`config.mk`:
```
export PLATFORM = sky130hd
export DESIGN_NAME = fast_domain_1
export DESIGN_NICKNAME = d
export VERILOG_FILES = /design/src/rtl/fast_domain_pkg.sv /design/src/rtl/sync_edge_det.sv /design/src/rtl/fast_domain_1.sv
export SDC_FILE = /design/constraint.sdc
export NUM_CORES = 1
export LEC_CHECK = 0
export BUFFER_PORTS_ARGS = -buffer_cell sky130_fd_sc_hd__clkbuf_2
export CAP_MARGIN = 20
export CORE_MARGIN = 3
export CORE_UTILIZATION = 30
export DETAILED_ROUTE_END_ITERATION = 8
export PLACE_DENSITY = 0.52
export SYNTH_ARGS = -nofsm -noshare
export SYNTH_HDL_FRONTEND = slang
export SYNTH_SLANG_ARGS = --single-unit
```
`constraint.sdc`:
```
create_clock -name clk2 -period 7.4 [get_ports clk2]
set_input_delay 1.48 -clock clk2 [delete_from_list [all_inputs] [get_ports clk2]]
set_output_delay 1.48 -clock clk2 [all_outputs]
set_load 0.01 [all_outputs]
```
`src/rtl/fast_domain_pkg.sv`:
```
// Shared types and default constants for the fast-domain strobe receiver.
package fast_domain_pkg;

    typedef enum logic [1:0] {
        IDLE = 2'd0,
        RUN  = 2'd1,
        LOST = 2'd2
    } state_e;

    localparam int SYNC_STAGES_DEF = 2;
    localparam int CNT_W_DEF       = 8;
    localparam int PER_MIN_DEF     = 16;
    localparam int PER_MAX_DEF     = 200;
    localparam int PCNT_W          = 8;

endpackage

```
`src/rtl/sync_edge_det.sv`:
```
// Synchronizes the slow-domain strobe and emits a registered one-cycle rising-edge pulse.
// Optional glitch filter: FAST_DOMAIN_1_GLITCH_FILT_EN (level must persist 2 cycles).
module sync_edge_det
    import fast_domain_pkg::*;
#(
    parameter int SYNC_STAGES = SYNC_STAGES_DEF
) (
    input  logic clk_i,
    input  logic rst_i,
    input  logic sig_i,
    output logic rise_o,
    output logic pulse_o
);

    logic [SYNC_STAGES-1:0] sync_q;
    logic                   lvl_q;
    logic                   hist_q;
    logic                   pulse_q;
    logic                   synced;
    logic                   lvl_d;

    assign synced = sync_q[SYNC_STAGES-1];

`ifdef FAST_DOMAIN_1_GLITCH_FILT_EN
    logic filt_q;
    assign lvl_d = synced & filt_q;
`else
    assign lvl_d = synced;
`endif

    // rise_o is the next-cycle value of pulse_o, so the top can register status alongside it
    assign rise_o  = lvl_q & ~hist_q;
    assign pulse_o = pulse_q;

    always_ff @(posedge clk_i) begin
        if (rst_i) begin
            sync_q  <= '0;
            lvl_q   <= 1'b0;
            hist_q  <= 1'b0;
            pulse_q <= 1'b0;
`ifdef FAST_DOMAIN_1_GLITCH_FILT_EN
            filt_q  <= 1'b0;
`endif
        end else begin
            sync_q  <= {sync_q[SYNC_STAGES-2:0], sig_i};
            lvl_q   <= lvl_d;
            hist_q  <= lvl_q;
            pulse_q <= rise_o;
`ifdef FAST_DOMAIN_1_GLITCH_FILT_EN
            filt_q  <= synced;
`endif
        end
    end

endmodule

```
`src/rtl/fast_domain_1.sv`:
```
// Fast-domain strobe receiver: edge detect, period measurement, short-period and loss detection.
// Optional glitch filter in sync_edge_det via FAST_DOMAIN_1_GLITCH_FILT_EN.
module fast_domain_1
    import fast_domain_pkg::*;
#(
    parameter int SYNC_STAGES = SYNC_STAGES_DEF,
    parameter int CNT_W       = CNT_W_DEF,
    parameter int PER_MIN     = PER_MIN_DEF,
    parameter int PER_MAX     = PER_MAX_DEF
) (
    input  logic              clk2,
    input  logic              rst,
    input  logic              sig1,
    output logic              sig1_p,
    output logic [CNT_W-1:0]  period,
    output logic              period_vld,
    output logic              per_err,
    output logic              timeout,
    output logic [PCNT_W-1:0] pulse_cnt
);

    localparam logic [CNT_W-1:0]  EL_MAX    = '1;
    localparam logic [CNT_W-1:0]  PER_MIN_C = CNT_W'(PER_MIN);
    localparam logic [CNT_W-1:0]  PER_MAX_C = CNT_W'(PER_MAX);
    localparam logic [PCNT_W-1:0] PCNT_MAX  = '1;

    state_e             state_q, state_d;
    logic [CNT_W-1:0]   el_q, el_d;
    logic [CNT_W-1:0]   period_q, period_d;
    logic               period_vld_q, period_vld_d;
    logic               per_err_q, per_err_d;
    logic               timeout_q, timeout_d;
    logic [PCNT_W-1:0]  pcnt_q, pcnt_d;
    logic               rise;

    sync_edge_det #(
        .SYNC_STAGES(SYNC_STAGES)
    ) u_sync (
        .clk_i  (clk2),
        .rst_i  (rst),
        .sig_i  (sig1),
        .rise_o (rise),
        .pulse_o(sig1_p)
    );

    always_comb begin
        state_d      = state_q;
        el_d         = el_q;
        period_d     = period_q;
        period_vld_d = 1'b0;
        per_err_d    = 1'b0;
        timeout_d    = timeout_q;
        pcnt_d       = pcnt_q;

        // el_d is the value el will show in the cycle sig1_p is high, i.e. the period
        if (sig1_p) begin
            el_d = CNT_W'(1);
        end else if (state_q == RUN && el_q != EL_MAX) begin
            el_d = el_q + CNT_W'(1);
        end

        if (rise && pcnt_q != PCNT_MAX) begin
            pcnt_d = pcnt_q + PCNT_W'(1);
        end

        case (state_q)
            IDLE: begin
                if (rise) state_d = RUN;
            end
            RUN: begin
                if (rise) begin
                    period_d     = el_d;
                    period_vld_d = 1'b1;
                    per_err_d    = (el_d < PER_MIN_C);
                end else if (el_d == PER_MAX_C) begin
                    state_d   = LOST;
                    timeout_d = 1'b1;
                end
            end
            LOST: begin
                if (rise) begin
                    state_d   = RUN;
                    timeout_d = 1'b0;
                end
            end
            default: state_d = IDLE;
        endcase
    end

    always_ff @(posedge clk2) begin
        if (rst) begin
            state_q      <= IDLE;
            el_q         <= '0;
            period_q     <= '0;
            period_vld_q <= 1'b0;
            per_err_q    <= 1'b0;
            timeout_q    <= 1'b0;
            pcnt_q       <= '0;
        end else begin
            state_q      <= state_d;
            el_q         <= el_d;
            period_q     <= period_d;
            period_vld_q <= period_vld_d;
            per_err_q    <= per_err_d;
            timeout_q    <= timeout_d;
            pcnt_q       <= pcnt_d;
        end
    end

    assign period     = period_q;
    assign period_vld = period_vld_q;
    assign per_err    = per_err_q;
    assign timeout    = timeout_q;
    assign pulse_cnt  = pcnt_q;

endmodule
```
==> run summary, run 1 <==
status = finished clean
pre-CTS setup slack = 4.83 ns
Pint = 260 µW
CTS resizes = 0
Fmax = 381 MHz
P_sw = 68.8 µW
CTS tree = done
Final GP Congestion = 0.953
initial antenna violation count = 0
Routed WL = 3.19 mm
Rows = 24
number of port buffers = 22
Initial Util = 0.322
Least-Margin Pin Slew = 0.698 ns
first-pass GRT wire length = 5.47 mm
Fin Clk Skew = 0.00309 ns
Synth Register Bits = 34
hold_sp = u_sync.sync_q[0]
GRT Util Overall = 0.126
largest family of logic cells by synthesized area = simple AND/OR/NAND/NOR gates
Clock Power Share = 0.402
Arr. time, crit path = 2.82 ns
DR WL/cell = 13.3 µm
hold depth = 1
Peak VDD IR = 0.0793 mV
RR Startpoint = el_q[0]
synth cell count leaders = dfxtp_1 (34), nor2_1 (33), a21oi_1 (13)
HP Class = reg -> reg
total gr overflow = 0
Vias = 1219
CP required = 7.59 ns
Worst path top cell family by delay = simple AND/OR/NAND/NOR gates
Worst path max stage delay = 0.57 ns
Setup crit start kind = flip-flop
DR DRC count = 0
Mapped Area = 0.00145 mm²
post-synthesis cell count = 166
worst setup margin = 4.77 ns
Synth Area in Simple Gates = 0.288
Post-CTS Setup Repair Bufs = 0
critical path's most frequent cell = or4_4
Synth top area share = 0.469
Reg power frac = 0.568
Setup TNS Final = 0 ns
Final ANT Viol Nets = 0
syn_nets = 171
Vias/cell = 5.10
Iter 0 DRT Violations = 173
Crit. End Element = flip-flop
final hold vios = 0
Final nets = 193
vias in the first global route = 1199
Area contributors post-synth = dfxtp_1 (47%), nor2_1 (8.5%), a21oi_1 (4.5%)
pin count of the biggest net entering global routing = 35
worst skew pair latency = 0.28 ns
dominant cell type by area after synthesis = dfxtp_1
synth unique cells = 36
EDFF count, synth = 0
Worst path slowest cell = or4_4
Post-Synth Adder-Cell Area = 0.0172
max-cap check violation count = 0
clock sinks = 34
pwr dens = 196 mW/mm²
critical path class = reg -> reg
area grow syn2layout = 15.7%
crit-path cells = ha_1 > nand4b_1 > a21oi_1 > nor3_1 > or4_4 > or4_4 > a221oi_2
final HPWL from detailed placement = 2.27 mm
WP depth = 7
die area = 0.00571 mm²
hold_buf cts = 0
predominant post-synthesis flop cell = dfxtp_1
WHS Endpoint = u_sync.sync_q[1]
post-synthesis area per instance = 8.75 µm²
Max H-tree Level = 2
Reg clk slew, reported paths = 0.06 ns
Longest Clk Path Bufs = 2
final setup vio count = 0
unrepaired setup endpoints after global routing = no
fin crit share = 0.355
total CTS buffers = 5
combinational share of power = 0.031
share of cells above drive strength 1 = 0.182
die height = 75.6 µm
WP buf/inv = 0
Root Driver = clkbuf_8
Final Critical Period = 2.63 ns
Pre-antenna DRT Iters = 6
Post-synth ARST share = 0
most numerous cell in the Yosys netlist = dfxtp_1
Core Area = 0.00450 mm²
I/O pins = 23
max-slew violation count = 0
flop2flop setup slack = 4.77 ns
Crit Reg-Reg Endpoint = timeout
Net Sw Frac = 0.209
xor/xnor cell area share of the yosys netlist = 0.0362
Ys Warns = 0
Seq/Total Area, Yosys = 0.469
leakage power = 0.655 nW
ant diodes = 0
Worst R2R Path Depth = 7
max_slew headroom = 0.535
crit path max fanout = 6
mux contribution to synthesized area = 0.0422
Synth Area in Compound Gates = 0.120
Die Width = 75.6 µm
[how the worst max path moves through the flow]
stage / slack (ns) / startpoint / end
2_1_floorplan: 4.99 / el_q[0] / timeout
3_3_place_gp: 4.86 / el_q[1] / timeout
3_5_place_dp: 4.83 / el_q[0] / timeout
4_1_cts: 4.77 / u_sync.pulse_o / sig1_p
5_1_grt: 4.61 / el_q[0] / timeout
6_report: 4.77 / el_q[0] / timeout
[power by group through the flow]
| stage | Combinational, mW | Sequential [mW] | Clock [mW] |
|---|---|---|---|
| 2_1_floorplan | 0.00797 | 0.190 | 0 |
| 3_3_place_gp | 0.0100 | 0.191 | 0 |
| 3_5_place_dp | 0.0101 | 0.191 | 0 |
| 4_1_cts | 0.0102 | 0.187 | 0.139 |
| 5_1_grt | 0.0115 | 0.187 | 0.146 |
| 6_report | 0.0101 | 0.187 | 0.132 |
[cell families after synthesis]
logic type / Yosys count
AOI/OAI and AO/OA: 27
buffers and inverters: 10
xor gates and xnor gates: 6
DFF: 34
and+or+nand+nor: 81
adders and majority gates: 2
muxes: 6
[layout make-up]
type                       instances  area [µm²]
tap                               52        65.1
multi-input combinational        122         731
clock buffer                       6        82.6
timing repair buffer              22         110
sequential                        34         681
inverter                           3        11.3
fill                             463        2820
[placed cells by master, fill, tap and decap left out, drive strengths merged, types with 2 or more instances in the layout]
cell,Yosys,final
inv,3,3
xor2,4,4
nand2,9,9
xnor2,2,2
a211oi,3,3
nand3,3,3
nor2,33,33
dfxtp,34,34
nand2b,3,3
or4,2,2
nor3,3,3
nor4,2,2
nand4,5,5
or3,2,2
nand3b,2,2
clkbuf,6,28
and3,3,3
o21ai,3,3
ha,2,2
mux2i,5,5
nor2b,10,10
a21oi,13,13
[layer usage]
metal / vias to the layer above / GRT usage / part of all wire
li1: 615 / - / -
met1: 558 / 0.154 / 0.44
met2: 39 / 0.202 / 0.48
met3: 7 / 0.0515 / 0.066
met4: 0 / 0.0427 / 0.015
met5: - / 0 / 0
[state kept, by name, indices dropped and copies added (netlist names)]
signal / flops
el_q: 8
period: 8
pulse_cnt: 8
state_q: 2
u_sync.sync_q: 2
per_err: 1
period_vld: 1
timeout: 1
u_sync.hist_q: 1
u_sync.lvl_q: 1
u_sync.pulse_o: 1
[worst register-to-register path: stages, from the launching register on]
cell and delay (ns):
dfxtp_1 0.42, ha_1 0.26, nand4b_1 0.17, a21oi_1 0.21
nor3_1 0.11, or4_4 0.57, or4_4 0.54, a221oi_2 0.27
[metrics by stage]
stage               hold WS (ns)  instances  instance area (µm²)   util  power [mW]
global placement           0.421        233                 1600  0.355       0.201
CTS                        0.451        239                 1680  0.373       0.335
detailed placement         0.435        233                 1600  0.355       0.201
finish                     0.441        239                 1680  0.373       0.329
floorplan                  0.414        166                 1450      -       0.198
global route               0.462        239                 1680  0.373       0.345
Power figures use the tool's default switching activity.
==> run 2: changes to the inputs <==
- PLACE_DENSITY: 0.52 -> 0.53
- clock period: 7.4 -> 2.32 ns (I/O delays scaled with it)
==> run summary, run 2 (same netlist as run 1, synthesis figures left out) <==
vias in the first global route = 1284 (+7.1%)
Multi-input gate area = 759 µm² (+3.9%)
# placed instances = 243 (+4.3%)
I/O pins = 23 (unchanged)
max-cap check violation count = 0 (unchanged)
worst skew pair latency = 0.28 ns (about the same)
hold_sp = sig1
Final nets = 205 (+6.2%)
Die Width = 75.6 µm (unchanged)
crit path max fanout = 5 (-1)
Final ANT Viol Nets = 0 (unchanged)
share of cells above drive strength 1 = 0.274 (+0.0918)
final setup vio count = 1 (+1)
total gr overflow = 0 (unchanged)
Longest Clk Path Bufs = 2 (unchanged)
Iter 0 DRT Violations = 57 (-67%)
pwr dens = 591 mW/mm² (+200%)
Crit. Startpoint = el_q[1]
critical path class = reg -> reg
DR WL/cell = 13.1 µm (-1.6%)
DR DRC count = 0 (unchanged)
Max H-tree Level = 2 (unchanged)
RR Startpoint = el_q[1]
HP Class = in -> reg
Rows = 24 (unchanged)
CTS tree = done
fin util = 0.403 (+0.0297)
non-filler cells, final = 253 (+5.9%)
GRT Util Overall = 0.130 (+0.00397)
max-slew violation count = 0 (unchanged)
final HPWL from detailed placement = 2.47 mm (+8.9%)
Vias = 1302 (+6.8%)
worst setup margin = -0.00820 ns (-4.78 ns)
clock sinks = 34 (unchanged)
dpl cell area = 0.00169 mm² (+6.0%)
commonest non-fill, non-tap cell in the layout = nor2_1
Fin Clk Skew = 0.00333 ns (+0.000236 ns)
flop2flop setup slack = -0.008 ns (-4.78 ns)
Reg area = 687 µm² (+0.92%)
fin crit share = 1.00 (+0.649)
post-route design area = 0.00181 mm² (+8.0%)
status = complete, but fails checks
number of port buffers = 22 (unchanged)
Initial Util = 0.322 (unchanged)
leakage power = 0.718 nW (+9.6%)
Fmax = 430 MHz (+13%)
Arr. time, crit path = 2.52 ns (-0.30 ns)
total CTS buffers = 5 (unchanged)
Least-Margin Pin Slew = 0.691 ns (-0.00707 ns)
first-pass GRT wire length = 5.66 mm (+3.5%)
ant diodes = 0 (unchanged)
Reg clk slew, reported paths = 0.06 ns (about the same)
final hold vios = 0 (unchanged)
Core Area = 0.00450 mm² (unchanged)
Vias/cell = 5.15 (+0.90%)
unrepaired setup endpoints after global routing = yes
die height = 75.6 µm (unchanged)
pin count of the biggest net entering global routing = 35 (unchanged)
die area = 0.00571 mm² (unchanged)
initial antenna violation count = 0 (unchanged)
Setup crit start kind = flip-flop
Pre-antenna DRT Iters = 4 (-2)
Peak VDD IR = 0.371 mV (+370%)
Final GP Congestion = 0.966 (+1.4%)
Routed WL = 3.32 mm (+4.1%)
CP required = 2.51 ns (-5.08 ns)
max_slew headroom = 0.539 (+0.00471)
Filler Cells Inserted = 461 (-0.43%)
area grow syn2layout = 24.9%
Crit. End Element = flip-flop
commonest cells after routing, fill and taps aside = nor2_1 (33), dfxtp_1 (31), clkbuf_2 (22)
failing checks = negative setup slack
Root Driver = clkbuf_8
Final Critical Period = 2.33 ns (-0.297 ns)
==> run 2: per-stage QoR <==
stage	TNS, ns	power, mW	hold WS (ns)	setup slack [ns]
global route	-0.137	1.12	0.417	-0.0748
detailed placement	-0.0608	0.647	0.426	-0.0608
global placement	0	0.646	0.430	0.00696
finish	-0.00820	1.07	0.420	-0.00820
CTS	0	1.09	0.414	0.000632
floorplan	0	0.634	0.414	0.0751
==> run 2: final timing paths <==
path,end,depth (start not counted)
setup reg to reg,timeout,7
hold reg to reg,u_sync.lvl_q,1
setup / recovery,timeout,7
hold / removal,u_sync.sync_q[0],2
==> run 2: final cells by class <==
type,count,area share
multi-input combinational,122,0.419
sequential,34,0.379
timing repair buffer,34,0.110
clock buffer,7,0.0476
tap,52,0.0359
inverter,3,0.00621
clock inverter,1,0.00276
==> run 2: layer usage <==
layer | global-route usage | part of all wire | vias to the layer above
met2 | 0.235 | 0.52 | 36
met1 | 0.143 | 0.40 | 613
li1 | - | - | 644
met3 | 0.0369 | 0.052 | 9
met4 | 0.0524 | 0.022 | 0
met5 | 0 | 0 | -
==> run 2: critical path: stages, from the launching register on <==
cell and delay, ns:
dfxtp_4 0.38, ha_4 0.16, nand4b_1 0.18, a21oi_2 0.18, nor3_1 0.09, or4_4 0.56
or4_4 0.44, a221oi_2 0.25
==> run 2: repair_timing <==
item,in CTS,in global routing
endpoints found under the setup margin,1,2
hold buffers,0,0
gates cloned,0,0
pin swaps,4,0
setup buffers,2,0
resized for setup,4,1
==> run 2: where the power goes <==
group          internal [mW]  total, mW  switching (mW)  leakage (nW)
combinational         0.0153     0.0382          0.0229         0.393
sequential             0.588      0.594         0.00571         0.276
clock                  0.239      0.439           0.200        0.0482
total                  0.843       1.07           0.229         0.718
